### src/rtl/snake_ctrl_if.sv
// Bundle of game-control inputs and snake-state outputs for snake_ctrl.
// master: drives start/tick/dir/apple; slave: drives positions/length/status.
interface snake_ctrl_if #(
    parameter int SNAKE_SIZE = 32
);
    localparam int CW = 10;
    localparam int LW = $clog2(SNAKE_SIZE + 1);

    typedef struct packed {
        logic [CW-1:0] x;
        logic [CW-1:0] y;
    } pt2D;

    logic                   start;
    logic                   tick;
    logic                   dir_valid;
    logic [1:0]             dir_req;
    pt2D                    apple_pos;
    pt2D [SNAKE_SIZE-1:0]   snake_pos;
    logic [LW-1:0]          length;
    logic                   apple_eaten;
    logic                   game_over;
    logic                   busy;

    modport master (
        output start, tick, dir_valid, dir_req, apple_pos,
        input  snake_pos, length, apple_eaten, game_over, busy
    );

    modport slave (
        input  start, tick, dir_valid, dir_req, apple_pos,
        output snake_pos, length, apple_eaten, game_over, busy
    );
endinterface

### src/rtl/snake_ctrl.sv
// Snake game controller: moves the body on tick, handles walls, apples, self-hit.
// Ports: clk, rst (async active-low), bus (snake_ctrl_if.slave).
module snake_ctrl #(
    parameter int SNAKE_SIZE = 32,
    parameter int STEP       = 20,
    parameter int MAX_X      = 780,
    parameter int MAX_Y      = 580
) (
    input  logic          clk,
    input  logic          rst,
    snake_ctrl_if.slave   bus
);
    localparam int CW = 10;
    localparam int LW = $clog2(SNAKE_SIZE + 1);
    localparam int IW = $clog2(SNAKE_SIZE);

    localparam logic [1:0] D_UP    = 2'd0;
    localparam logic [1:0] D_RIGHT = 2'd1;
    localparam logic [1:0] D_DOWN  = 2'd2;
    localparam logic [1:0] D_LEFT  = 2'd3;

    typedef struct packed {
        logic [CW-1:0] x;
        logic [CW-1:0] y;
    } pt_t;

    typedef enum logic [2:0] {
        IDLE, RUN, SHIFT, CHECK, DEAD
    } state_e;

    state_e        state_q, state_d;
    pt_t           seg_q [SNAKE_SIZE];
    pt_t           seg_d [SNAKE_SIZE];
    logic [LW-1:0] len_q, len_d;
    logic [1:0]    dir_q, dir_d;
    logic [1:0]    pend_q, pend_d;
    logic [IW-1:0] idx_q, idx_d;
    logic          eat_q, eat_d;

    pt_t           nxt;
    logic          wall;
    logic [1:0]    pend_nxt;

    function automatic pt_t init_seg(int i);
        pt_t p;
        if (i < 3) begin
            p.x = CW'(400 - 20 * i);
            p.y = CW'(300);
        end else begin
            p = '1;
        end
        return p;
    endfunction

    // Next head; underflow is caught before subtracting.
    always_comb begin
        nxt  = seg_q[0];
        wall = 1'b0;
        unique case (dir_q)
            D_UP: begin
                if (seg_q[0].y < CW'(STEP)) wall = 1'b1;
                else nxt.y = seg_q[0].y - CW'(STEP);
            end
            D_RIGHT: begin
                nxt.x = seg_q[0].x + CW'(STEP);
                wall  = nxt.x > CW'(MAX_X);
            end
            D_DOWN: begin
                nxt.y = seg_q[0].y + CW'(STEP);
                wall  = nxt.y > CW'(MAX_Y);
            end
            default: begin
                if (seg_q[0].x < CW'(STEP)) wall = 1'b1;
                else nxt.x = seg_q[0].x - CW'(STEP);
            end
        endcase
    end

    // Reversal is judged against the last applied direction.
    assign pend_nxt = (bus.dir_valid && (bus.dir_req != (dir_q ^ 2'd2)))
                    ? bus.dir_req : pend_q;

    always_comb begin
        state_d = state_q;
        seg_d   = seg_q;
        len_d   = len_q;
        dir_d   = dir_q;
        pend_d  = pend_nxt;
        idx_d   = idx_q;
        eat_d   = 1'b0;
        unique case (state_q)
            IDLE, DEAD: begin
                if (bus.start) begin
                    state_d = RUN;
                    len_d   = LW'(3);
                    dir_d   = D_RIGHT;
                    pend_d  = D_RIGHT;
                    for (int i = 0; i < SNAKE_SIZE; i++)
                        seg_d[i] = init_seg(i);
                end
            end
            RUN: begin
                if (bus.tick) begin
                    state_d = SHIFT;
                    dir_d   = pend_nxt;
                end
            end
            SHIFT: begin
                if (wall) begin
                    state_d = DEAD;
                end else begin
                    for (int i = 1; i < SNAKE_SIZE; i++)
                        seg_d[i] = seg_q[i-1];
                    seg_d[0] = nxt;
                    if (nxt == pt_t'(bus.apple_pos)) begin
                        eat_d = 1'b1;
                        if (len_q != LW'(SNAKE_SIZE))
                            len_d = len_q + LW'(1);
                    end
                    idx_d   = IW'(1);
                    state_d = CHECK;
                end
            end
            CHECK: begin
                if (seg_q[idx_q] == seg_q[0])
                    state_d = DEAD;
                else if (idx_q == IW'(len_q - LW'(1)))
                    state_d = RUN;
                else
                    idx_d = idx_q + IW'(1);
            end
            default: state_d = IDLE;
        endcase
    end

    always_ff @(posedge clk or negedge rst) begin
        if (!rst) begin
            state_q <= IDLE;
            len_q   <= LW'(3);
            dir_q   <= D_RIGHT;
            pend_q  <= D_RIGHT;
            idx_q   <= '0;
            eat_q   <= 1'b0;
            for (int i = 0; i < SNAKE_SIZE; i++)
                seg_q[i] <= init_seg(i);
        end else begin
            state_q <= state_d;
            len_q   <= len_d;
            dir_q   <= dir_d;
            pend_q  <= pend_d;
            idx_q   <= idx_d;
            eat_q   <= eat_d;
            seg_q   <= seg_d;
        end
    end

    // Inactive segments are parked off-screen.
    for (genvar g = 0; g < SNAKE_SIZE; g++) begin : g_pos
        assign bus.snake_pos[g] = (LW'(g) < len_q) ? seg_q[g] : '1;
    end

    assign bus.length      = len_q;
    assign bus.apple_eaten = eat_q;
    assign bus.game_over   = (state_q == DEAD);
    assign bus.busy        = (state_q == SHIFT) || (state_q == CHECK);
endmodule

### src/flat_wrapper.sv
// flat-port wrapper written by rule: the top's interface ports become plain ports
module snake_ctrl_flat 
#(
    parameter int SNAKE_SIZE = 32,
    parameter int STEP       = 20,
    parameter int MAX_X      = 780,
    parameter int MAX_Y      = 580
)
  (clk, rst, bus_start, bus_tick, bus_dir_valid, bus_dir_req, bus_apple_pos, bus_snake_pos, bus_length, bus_apple_eaten, bus_game_over, bus_busy);
  snake_ctrl_if #(.SNAKE_SIZE(SNAKE_SIZE)) bus_i ();
  input  logic clk;
  input  logic rst;
  input wire logic [$bits(bus_i.start)-1:0] bus_start;
  input wire logic [$bits(bus_i.tick)-1:0] bus_tick;
  input wire logic [$bits(bus_i.dir_valid)-1:0] bus_dir_valid;
  input wire logic [$bits(bus_i.dir_req)-1:0] bus_dir_req;
  input wire logic [$bits(bus_i.apple_pos)-1:0] bus_apple_pos;
  output wire logic [$bits(bus_i.snake_pos)-1:0] bus_snake_pos;
  output wire logic [$bits(bus_i.length)-1:0] bus_length;
  output wire logic [$bits(bus_i.apple_eaten)-1:0] bus_apple_eaten;
  output wire logic [$bits(bus_i.game_over)-1:0] bus_game_over;
  output wire logic [$bits(bus_i.busy)-1:0] bus_busy;
  assign bus_i.start = bus_start;
  assign bus_i.tick = bus_tick;
  assign bus_i.dir_valid = bus_dir_valid;
  assign bus_i.dir_req = bus_dir_req;
  assign bus_i.apple_pos = bus_apple_pos;
  assign bus_snake_pos = bus_i.snake_pos;
  assign bus_length = bus_i.length;
  assign bus_apple_eaten = bus_i.apple_eaten;
  assign bus_game_over = bus_i.game_over;
  assign bus_busy = bus_i.busy;
  snake_ctrl #(.SNAKE_SIZE(SNAKE_SIZE), .STEP(STEP), .MAX_X(MAX_X), .MAX_Y(MAX_Y)) u_core (.clk(clk), .rst(rst), .bus(bus_i));
endmodule
### config.mk
export PLATFORM = sky130hd
export DESIGN_NAME = snake_ctrl_flat
export DESIGN_NICKNAME = d
export VERILOG_FILES = /design/src/rtl/snake_ctrl_if.sv /design/src/rtl/snake_ctrl.sv /design/src/flat_wrapper.sv
export SDC_FILE = /design/constraint.sdc
export NUM_CORES = 2
export LEC_CHECK = 0
export ABC_AREA = 1
export CAP_MARGIN = 20
export CELL_PAD_IN_SITES_DETAIL_PLACEMENT = 1
export CELL_PAD_IN_SITES_GLOBAL_PLACEMENT = 2
export CORE_MARGIN = 5
export CORE_UTILIZATION = 27
export CTS_BUF_LIST = sky130_fd_sc_hd__clkbuf_8 sky130_fd_sc_hd__clkbuf_16
export DETAILED_ROUTE_END_ITERATION = 10
export PLACE_DENSITY_LB_ADDON = 0.3
export SYNTH_ARGS = -nofsm -noshare
export SYNTH_HDL_FRONTEND = slang
export SYNTH_SLANG_ARGS = --single-unit
### constraint.sdc
create_clock -name clk -period 2.57 [get_ports clk]
set_clock_uncertainty 0.2 [all_clocks]
set_input_delay 0.257 -clock clk [delete_from_list [all_inputs] [get_ports clk]]
set_output_delay 0.257 -clock clk [all_outputs]
set_load 0.01 [all_outputs]
==> impl_metrics.csv <==
group,metric,value,unit
run_status,status,"complete, but fails checks",
run_status,violations,"negative setup slack",
final_layout,fin_util,47.09,%
logic_synthesis,netlist.area_leader.share,40.11,%
critical_path,crit_arrival,3.54,ns
placement,io_buffers,675,
sta,fmax,316.5,MHz
sta,fin_setup_tns,-472.05,ns
placement,dp_slack,-0.8253,ns
route,routed_wl,216800,µm
floorplan,die_x,365.9,µm
logic_synthesis,synth-seq-area-share,42.89,%
route,vias_per_cell,5.134,
critical_path,crit_type,"reg -> reg",
sta,tightest_slew,0.7365,ns
sta,post-route-min-period,3.159,ns
power_and_ir_drop,switching_power,42.53,mW
clock_network,insertion_delay,0.67,ns
power_and_ir_drop,clockPowerShare,11.9,%
clock_network,cts_buffers,74,
logic_synthesis,syn_avg_cell_area,7.319,µm²
route,antenna_left,0,
floorplan,core.rowCount,130,
route,vias,40683,
logic_synthesis,yosysWarningCount,0,
global_route,grt_pass1_vias,40533,
run,maxCapViolCount,0,
global_route,grt-ovfl-total,0,
critical_path,worstSetupStartpointType,"flip-flop",
sta,finalSetupViolCount,1192,
floorplan,pin_count,676,
logic_synthesis,synth.distinct_cells,44,
power_and_ir_drop,p_leak,27.09,nW
sta,maxSlewViolCount,0,
power_and_ir_drop,cellPowerDensity,1553,nW/µm²
power_and_ir_drop,swShare,46.25,%
sta,post-route-period-util,122.9,%
clock_network,cts_tree,"yes",
logic_synthesis,synth-seq-cells,560,
floorplan,start_util,27.20,%
power_and_ir_drop,comb_power_share,66.3,%
placement,gp_congestion,0.9188,
global_route,grt_max_degree,128,
global_route,grt_usage,28.59,%
logic_synthesis,synthCells,4672,
floorplan,dieArea,133900,µm²
placement,placed_area,48940,µm²
power_and_ir_drop,pwr-share-seq,21.8,%
logic_synthesis,synthTopCellsByArea,"dfstp_2 (40%), nand2_1 (13%), o21ai_0 (12%)",
critical_path,end_kind,"flip-flop",
clock_network,cts.path.max_buffers,3,
route,drtIter0Drc,3174,
critical_path,cp_data_required_time,2.95,ns
final_layout,area_delta_synth_final,73.14,%
power_and_ir_drop,power.internal,49.44,mW
floorplan,die_h,365.9,µm
final_layout,layout-drive-gt1-share,45.15,%
sta,hold_viol_final,0,
final_layout,final_nets,6252,
final_layout,final_cell_area,59200,µm²
clock_network,clock-sinks,560,
critical_path,critPathMaxFanout,7,
sta,fin_ws,-0.5893,ns
clock_network,path_clk_slew,0.06,ns
placement,place_hpwl,155300,µm
sta,slew_headroom,50.90,%
clock_network,cts_max_level,3,
global_route,grt_pass1_wl,287100,µm
global_route,antenna_found_initial,3,
power_and_ir_drop,ir_drop,0.8499,mV
route,wl_per_cell,27.35,µm
route,drc,0,
logic_synthesis,synthesis.nets,4707,
power_and_ir_drop,total_power,91.97,mW
logic_synthesis,yosys.area.top_type,"dfstp_2",
logic_synthesis,synth_area,34190,µm²
final_layout,nFillCells,14661,
clock_network,cts-root-buf,"clkbuf_16",
floorplan,core,125700,µm²
route,dr.pass1.iters,5,
min_path,hold_path_class,"in -> reg",
sta,grt_setup_unrepaired,"true",
==> what timing repair did <==
item                                   4_1_cts  5_1_grt
gates resized for setup                    763     1485
gates cloned                                 7       91
endpoints found under the hold margin      135        0
setup buffers                               61      145
pin swaps                                   14      121
hold buffers                                 2        0
setup endpoints to repair                 1200     1202
==> layout by cell type, fill, tap and decap left out, types with 75 or more instances in the layout <==
cell / instances
o211ai_1: 75
a21oi_1: 89
buf_6: 240
dfstp_2: 522
nand2_1: 970
o21ai_0: 625
o21ai_1: 240
nand2_2: 122
buf_12: 129
nand3_1: 236
clkbuf_16: 147
inv_1: 600
clkdlybuf4s50_1: 356
nand2_4: 89
o21ai_2: 274
buf_4: 871
==> cell type report <==
cell class                 instances  area [µm²]  area share, %
timing repair buffer            1893       19750          33.36
antenna                            2       5.005       0.008454
clock buffer                      90        2083          3.519
sequential                       560       14680          24.79
clock inverter                    42       387.9         0.6552
multi-input combinational       3065       17670          29.85
inverter                         618        2424          4.094
timing repair inverter             5       136.4         0.2304
tap                             1650        2064          3.487
==> logic make-up after synthesis <==
group	after synthesis	synth area share, %
buffers and inverters	1047	14.09
multiplexers	2	0.05855
XOR/XNOR	21	0.5379
adder cells (fa/ha/maj)	8	0.2927
AND/OR/NAND/NOR	1646	19.55
AO/OA/AOI/OAI	1388	22.58
flip-flops	560	42.89
==> Yosys cell counts <==
cell / instances
o2111ai_1: 2
inv_4: 2
or2_2: 3
o21ai_4: 1
nand2_1: 1192
a31oi_1: 6
dfrtp_1: 38
o21ai_0: 838
buf_1: 10
mux2i_1: 2
nand3_2: 1
nor3_1: 6
nand3_4: 1
clkinv_1: 7
nor3_2: 1
nand3_1: 302
nand4_1: 13
clkbuf_1: 133
nor4_1: 3
nor2_1: 115
a21oi_1: 127
xor2_1: 18
o211ai_1: 75
o31ai_1: 9
inv_1: 599
o21ai_2: 141
nor2_2: 2
o22ai_1: 3
clkbuf_2: 1
inv_2: 10
dfstp_2: 522
buf_6: 36
ha_1: 8
xnor2_1: 3
and2_0: 1
buf_4: 108
nand4_2: 1
buf_8: 3
o21a_1: 1
buf_2: 138
a211oi_1: 1
nand2_4: 3
nand3b_1: 2
o21ai_1: 184
==> per-layer routing <==
layer / global-route usage (%) / share of wire [%] / wire length (µm)
met5: 0 / 0 / 0
met4: 9.309 / 4.4 / 9594
met3: 3.994 / 5.7 / 12440
met2: 48.71 / 48 / 104000
met1: 37.41 / 42 / 90740
==> worst max-delay path: stages, from the launching register on <==
cell	delay (ns)
dfstp_2	0.60
ha_4	0.16
inv_2	0.03
nand2_2	0.07
nand2_2	0.07
nor3_2	0.14
xor2_1	0.23
nand2_1	0.09
o21ai_1	0.15
nand4_1	0.18
nand2_4	0.14
nand2_8	0.11
buf_12	0.19
clkinv_16	0.10
buf_4	0.13
clkbuf_16	0.14
o21ai_0	0.19
o21ai_1	0.14
==> registers in the layout, indices dropped and copies added, names as in the netlist <==
signal	count
u_core.seg_q	541
u_core.bus.length	6
u_core.idx_q	5
u_core.state_q	3
u_core.dir_q	2
u_core.pend_q	2
u_core.bus.apple_eaten	1
==> path summary, 6_finish.rpt <==
kind | from | to | slack [ns] | cells past startpoint
max | u_core.seg_q[622] | u_core.seg_q[38] | -0.59 | 17
max reg2reg | u_core.seg_q[622] | u_core.seg_q[38] | -0.59 | 17
min in group asynchronous | rst | u_core.seg_q[381] | 0.27 | 2
min reg2reg | u_core.seg_q[553] | u_core.seg_q[553] | 0.32 | 2
min | bus_dir_req[0] | u_core.pend_q[0] | 0.12 | 3
max in group asynchronous | rst | u_core.seg_q[605] | 1.28 | 4
==> power groups by stage <==
stage | clock (mW) | combinational [mW] | sequential [mW]
after detailed placement | 0 | 45.6 | 19.7
after global placement | 0 | 45.0 | 19.6
after global routing | 11.4 | 64.4 | 20.4
after CTS | 11.1 | 47.3 | 19.7
final | 11.0 | 61.0 | 20.0
after floorplan | 0 | 22.8 | 18.3
==> stage by stage <==
step | hold slack (ns) | instances
finish | 0.1187 | 7925
global route | 0.1547 | 7923
CTS | 0.08744 | 7702
detailed placement | 0.2958 | 7505
global placement | 0.2863 | 7505
floorplan | -0.2386 | 4672
No activity file was read; power rests on OpenSTA's default activity.
